## src/rtl/reset_sequencer.sv

```systemverilog
// reset_sequencer
//   Turns the raw board reset (rst, async active-low) into clk-aligned,
//   sequenced active-low stage resets. Assertion is asynchronous, release
//   is synchronised through a SYNC_STAGES-deep chain and then staged:
//   bit 0 after HOLD_CYCLES, each further bit STAGE_GAP cycles later,
//   with rst_done flagging that every stage is out of reset.
//   Optional feature macro: RESET_SEQ_SW_RST_EN (software restart from DONE).
//   Every output is driven directly by an async-cleared flop.
module reset_sequencer #(
   parameter int SYNC_STAGES = 2,
   parameter int NUM_STAGES  = 3,
   parameter int HOLD_CYCLES = 16,
   parameter int STAGE_GAP   = 4,
   parameter int CNT_W       = 8
) (
   input  logic                  clk,
   input  logic                  rst,
   input  logic                  sw_rst_req,
   output logic [NUM_STAGES-1:0] rst_out_n,
   output logic                  rst_done,
   output logic [1:0]            seq_state
);

   localparam logic [1:0] ST_HOLD = 2'd0;
   localparam logic [1:0] ST_REL  = 2'd1;
   localparam logic [1:0] ST_DONE = 2'd2;

   localparam logic [CNT_W-1:0]      HOLD_LAST = CNT_W'(HOLD_CYCLES - 1);
   localparam logic [CNT_W-1:0]      GAP_LAST  = CNT_W'(STAGE_GAP - 1);
   localparam logic [NUM_STAGES-1:0] FIRST_BIT = NUM_STAGES'(1);

   logic [SYNC_STAGES-1:0] sync_q;
   logic                   rst_sync;

   logic [1:0]             state_q;
   logic [1:0]             state_nxt;
   logic [CNT_W-1:0]       cnt_q;
   logic [CNT_W-1:0]       cnt_nxt;
   logic [NUM_STAGES-1:0]  out_nxt;
   logic                   done_nxt;

   // Stages release strictly in order, so the output vector is a thermometer
   // code; the next release pattern is the current one shifted up with a 1.
   logic [NUM_STAGES-1:0]  out_shift;
   logic                   cnt_last;
   logic                   step;

`ifndef RESET_SEQ_SW_RST_EN
   // Port kept for a uniform interface; nothing consumes it in this build.
   logic                   unused_sw_rst_req;
   assign unused_sw_rst_req = sw_rst_req;
`endif

   assign rst_sync  = sync_q[SYNC_STAGES-1];
   assign out_shift = (rst_out_n << 1) | FIRST_BIT;
   assign cnt_last  = (state_q == ST_HOLD) ? (cnt_q == HOLD_LAST)
                                           : (cnt_q == GAP_LAST);
   // A release happens only once the synchronised reset is high and the
   // current wait period has run out.
   assign step      = rst_sync && cnt_last;
   assign seq_state = state_q;

   // De-assert synchroniser: shifts in 1s after rst rises, clears at once on rst low.
   always_ff @(posedge clk or negedge rst) begin
      if (!rst) begin
         sync_q <= '0;
      end else begin
         sync_q <= {sync_q[SYNC_STAGES-2:0], 1'b1};
      end
   end

   // State, counter and output registers, all cleared asynchronously.
   always_ff @(posedge clk or negedge rst) begin
      if (!rst) begin
         state_q   <= ST_HOLD;
         cnt_q     <= '0;
         rst_out_n <= '0;
         rst_done  <= 1'b0;
      end else begin
         state_q   <= state_nxt;
         cnt_q     <= cnt_nxt;
         rst_out_n <= out_nxt;
         rst_done  <= done_nxt;
      end
   end

   // Next-state: HOLD -> REL/DONE on the first release, REL -> DONE on the last.
   always_comb begin
      state_nxt = state_q;
      case (state_q)
         ST_HOLD, ST_REL: begin
            if (step) begin
               state_nxt = (&out_shift) ? ST_DONE : ST_REL;
            end
         end
         ST_DONE: begin
`ifdef RESET_SEQ_SW_RST_EN
            if (sw_rst_req) begin
               state_nxt = ST_HOLD;
            end
`endif
         end
         default: state_nxt = ST_HOLD;
      endcase
   end

   // Next values for counter and outputs; the illegal state clears everything.
   always_comb begin
      cnt_nxt  = cnt_q;
      out_nxt  = rst_out_n;
      done_nxt = rst_done;
      case (state_q)
         ST_HOLD, ST_REL: begin
            if (step) begin
               out_nxt  = out_shift;
               done_nxt = &out_shift;
               cnt_nxt  = '0;
            end else if (rst_sync) begin
               cnt_nxt  = cnt_q + CNT_W'(1);
            end
         end
         ST_DONE: begin
`ifdef RESET_SEQ_SW_RST_EN
            if (sw_rst_req) begin
               out_nxt  = '0;
               done_nxt = 1'b0;
               cnt_nxt  = '0;
            end
`endif
         end
         default: begin
            out_nxt  = '0;
            done_nxt = 1'b0;
            cnt_nxt  = '0;
         end
      endcase
   end

endmodule

```

## config.mk

```make
export PLATFORM = sky130hd
export DESIGN_NAME = reset_sequencer
export DESIGN_NICKNAME = d
export VERILOG_FILES = /design/src/rtl/reset_sequencer.sv
export SDC_FILE = /design/constraint.sdc
export NUM_CORES = 1
export LEC_CHECK = 0
export CAP_MARGIN = 20
export CORE_MARGIN = 2
export CORE_UTILIZATION = 24
export DETAILED_ROUTE_END_ITERATION = 7
export PLACE_DENSITY = 0.4
export SYNTH_ARGS = -nofsm -noshare
export SYNTH_HDL_FRONTEND = slang
export SYNTH_SLANG_ARGS = --single-unit
```

## constraint.sdc

```tcl
create_clock -name clk -period 1.7 [get_ports clk]
set_input_delay 0.51 -clock clk [delete_from_list [all_inputs] [get_ports clk]]
set_output_delay 0.51 -clock clk [all_outputs]
set_load 0.01 [all_outputs]
```

==> metrics list <==
* Fillers: 361
- Via density per instance: 4.40
- The final route contains 660 vias.
- The number of pins exceeding their max-slew limit in the final report came to 0.
- Worst-case clock skew: 0.000442 ns
- The initial antenna violation count came to 0.
- Share of total power in the clock network: 18.6%
- The finished layout holds 150 standard cells, fillers aside.
* Top cells by area in the synthesized netlist: sky130_fd_sc_hd__dfrtp_1, sky130_fd_sc_hd__nand2_1, sky130_fd_sc_hd__nand3_1, sky130_fd_sc_hd__nor4b_4, sky130_fd_sc_hd__mux2i_1
- Unrepaired setup endpoints after global routing: false
* Aggregate global-route resource usage: 10.4%
- The worst path needs 1.51 ns of the cycle, external delays included.
* Number of cells after detailed placement: 141
* Proportion of power drawn by combinational gates: 36.0%
* Maximum level of the CTS H-tree: 1
* Fraction of power spent switching nets: 36.2%
* Top cell type by total area after synthesis: sky130_fd_sc_hd__dfrtp_1
* Maximum number of pins on one net before global-route repair: 16
- Quantity of hold-fixing buffers added after cts: 0
* Layout-stage area growth over the synthesis result: 29.0%
* CP startpoint kind: register
* Max-cap violations: 0
* Number of nets produced by synthesis: 87
* Chip height: 61.9 um
* Post-detailed-routing wire length: 1690 um
- The first routing iteration left 19 violations.
* Biggest fanout along the worst timing path: 3
- The region available for standard cell placement spans 3280 um2.
- The detail route stage leaves a number of antenna-violating nets equal to 0.
* Number of global-route vias before repair: 618
- Yosys mapped a number of flops with a built-in enable equal to 0.
- The total overflow left after global routing is 0.
- Commonest cells after routing, fill and taps aside: sky130_fd_sc_hd__nand2_1, sky130_fd_sc_hd__dfrtp_1, sky130_fd_sc_hd__buf_4
- Synth Flop Type: sky130_fd_sc_hd__dfrtp_1
* Cell count after synthesis: 83
* FP Rows: 21
- Kind of end point of the critical path: register
- Number of distinct library cells after synthesis: 36
- Dividing the synthesized area by the synthesized cell count gives 9.71 um2.
- Root Driver: sky130_fd_sc_hd__clkbuf_4
- Final setup violation count: 0
- Post-layout net count: 109
* Number of optimization iterations in the first detailed-route pass: 4
* # DRC: 0
- Gp weighted congestion: 0.729
- Data arrives at the worst endpoint at 1.67 ns.
* Setup_tns: 0 ns
- Total clock sinks: 15
* # port buffers: 7
- Summed over all nets, the switching power comes to 0.402 mW.
* Die footprint: 3840 um2
- Number of failing hold endpoints at the final stage: 0
- Per report_power, the sequential group accounts for 45.4% of the total.
- Cells with a size suffix above 1 make up 24.0% of the layout.
- Fraction of synthesis flops using an asynchronous set or reset pin: 100%
- Worst min-delay path category: reg2reg
* Wire length per cell after detailed routing: 11.3 um
* Clock Tree Buf Depth: 2
* Peak supply drop: 0.260 mV
* Crit Path Class: reg2reg
- Of the synthesized area, sequential elements account for 46.6%.
* Half-perimeter wire length after placement: 1210 um
- TritonCTS clock tree: yes
- Status: completed
- In this run the cell area of the synthesized design comes to 806 um2.
- Global-route wire length before repair: 2980 um
- Synthesized flop and latch total: 15
* Required arrival time at the worst endpoint: 1.86 ns
- From left edge to right edge, the die measures 61.9 um.
- Final cycle utilization of the critical path: 89.0%
- Once the floorplan was initialized, standard cells occupied 24.5% of the core.
- Ys Warns: 0
- For this run, the top clock speed supported by timing is 0.661 GHz.
- At the later pin of the worst-skew pair, clock insertion delay measures 0.28 ns.
- Share of Yosys cell area claimed by the top area cell type: 46.6%
- Inserted Clock Buffers: 3
* Standby leakage power: 0.509 nW
- Clock transition at the register clock pins on the worst setup and hold paths after CTS: 0.09 ns
* Top-level port count: 9
* P per Cell Area: 1070 nW/um2
* Total internal power: 0.710 mW
* Antenna Diode Count: 0
[per-layer routing]
metal | GRT usage, % | routed length [um] | vias to the layer above
met5 | 0 | 0 | -
met2 | 15.0 | 805 | 13
met4 | 3.65 | 19 | 0
met1 | 15.4 | 824 | 307
met3 | 1.86 | 44 | 2
li1 | - | - | 338
[stage by stage]
stage / worst slack (ns) / util (%) / instance area, um2 / hold slack [ns] / total power, mW
6_report: 0.187 / 31.7 / 1040 / 0.356 / 1.11
3_3_place_gp: 0.151 / 29.5 / 970 / 0.332 / 0.886
4_1_cts: 0.00247 / 30.9 / 1010 / 0.363 / 1.10
3_5_place_dp: 0.0945 / 29.5 / 970 / 0.338 / 0.891
2_1_floorplan: 0.231 / - / 806 / 0.214 / 0.736
5_1_grt: 0.0288 / 31.7 / 1040 / 0.381 / 1.20
[worst paths after layout]
kind | from | slack, ns | endpoint | cells past startpoint
worst min-delay path | sync_q[0]$_DFF_PN0_ | 0.36 | sync_q[1]$_DFF_PN0_ | 0
worst max-delay path | cnt_q[1]$_DFFE_PN0P_ | 0.19 | cnt_q[2]$_DFFE_PN0P_ | 6
min in group asynchronous | rst | 0.53 | cnt_q[5]$_DFFE_PN0P_ | 2
worst min register to register | sync_q[0]$_DFF_PN0_ | 0.36 | sync_q[1]$_DFF_PN0_ | 0
worst max register to register | cnt_q[1]$_DFFE_PN0P_ | 0.19 | cnt_q[2]$_DFFE_PN0P_ | 6
max in group asynchronous | rst | 1.00 | cnt_q[2]$_DFFE_PN0P_ | 2
[sequential cells by signal (all words and copies together) (netlist names)]
name and cells:
cnt_q 8, seq_state 1, rst_out_n 3, sync_q 2
rst_done 1
[final cells by class]
cell class	instances	area, um2	share of cell area [%]
clock buffers	3	22.5	2.17
flip-flops and latches	15	375	36.1
clock inverters	1	5.00	0.481
inverters	3	11.3	1.08
well taps	46	57.6	5.54
multi-input cells	62	400	38.5
repair buffers	20	168	16.1
[synthesized netlist by cell type (2+ instances only)]
| cell | instances |
|---|---|
| sky130_fd_sc_hd__nand3_1 | 11 |
| sky130_fd_sc_hd__dfrtp_1 | 15 |
| sky130_fd_sc_hd__or3_1 | 3 |
| sky130_fd_sc_hd__nand2_1 | 15 |
| sky130_fd_sc_hd__nor2_1 | 2 |
| sky130_fd_sc_hd__o21ai_0 | 3 |
| sky130_fd_sc_hd__nand4_1 | 2 |
| sky130_fd_sc_hd__inv_1 | 3 |
| sky130_fd_sc_hd__mux2i_1 | 2 |
[worst max-delay path, stage by stage (launching register included)]
cell and delay [ns]:
sky130_fd_sc_hd__dfrtp_1 0.38, sky130_fd_sc_hd__ha_1 0.19, sky130_fd_sc_hd__nor4b_4 0.30, sky130_fd_sc_hd__o211ai_2 0.20, sky130_fd_sc_hd__buf_4 0.19, sky130_fd_sc_hd__nand3_1 0.07, sky130_fd_sc_hd__o21ai_0 0.07
[logic make-up after synthesis]
group | Yosys count | synth area share, %
mux | 2 | 2.48
compound gates | 14 | 13.8
simple gates | 44 | 30.7
flops | 15 | 46.6
buf+inv | 6 | 4.35
other cells | 1 | 0.465
fa+ha+maj | 1 | 1.55
[repair_timing]
| item | CTS | global route |
|---|---|---|
| pin swaps | 0 | 0 |
| setup endpoints to repair | 5 | 5 |
| buffers inserted | 3 | 2 |
| cloned | 0 | 0 |
| gates resized for setup | 4 | 3 |
[power groups by stage]
stage               combinational [mW]  clock (mW)  sequential [mW]
floorplan                        0.222           0            0.513
global placement                 0.367           0            0.519
detailed placement               0.372           0            0.519
CTS                              0.370       0.223            0.507
global route                     0.450       0.236            0.517
finish                           0.400       0.206            0.505
Power figures use the tool's default switching activity.
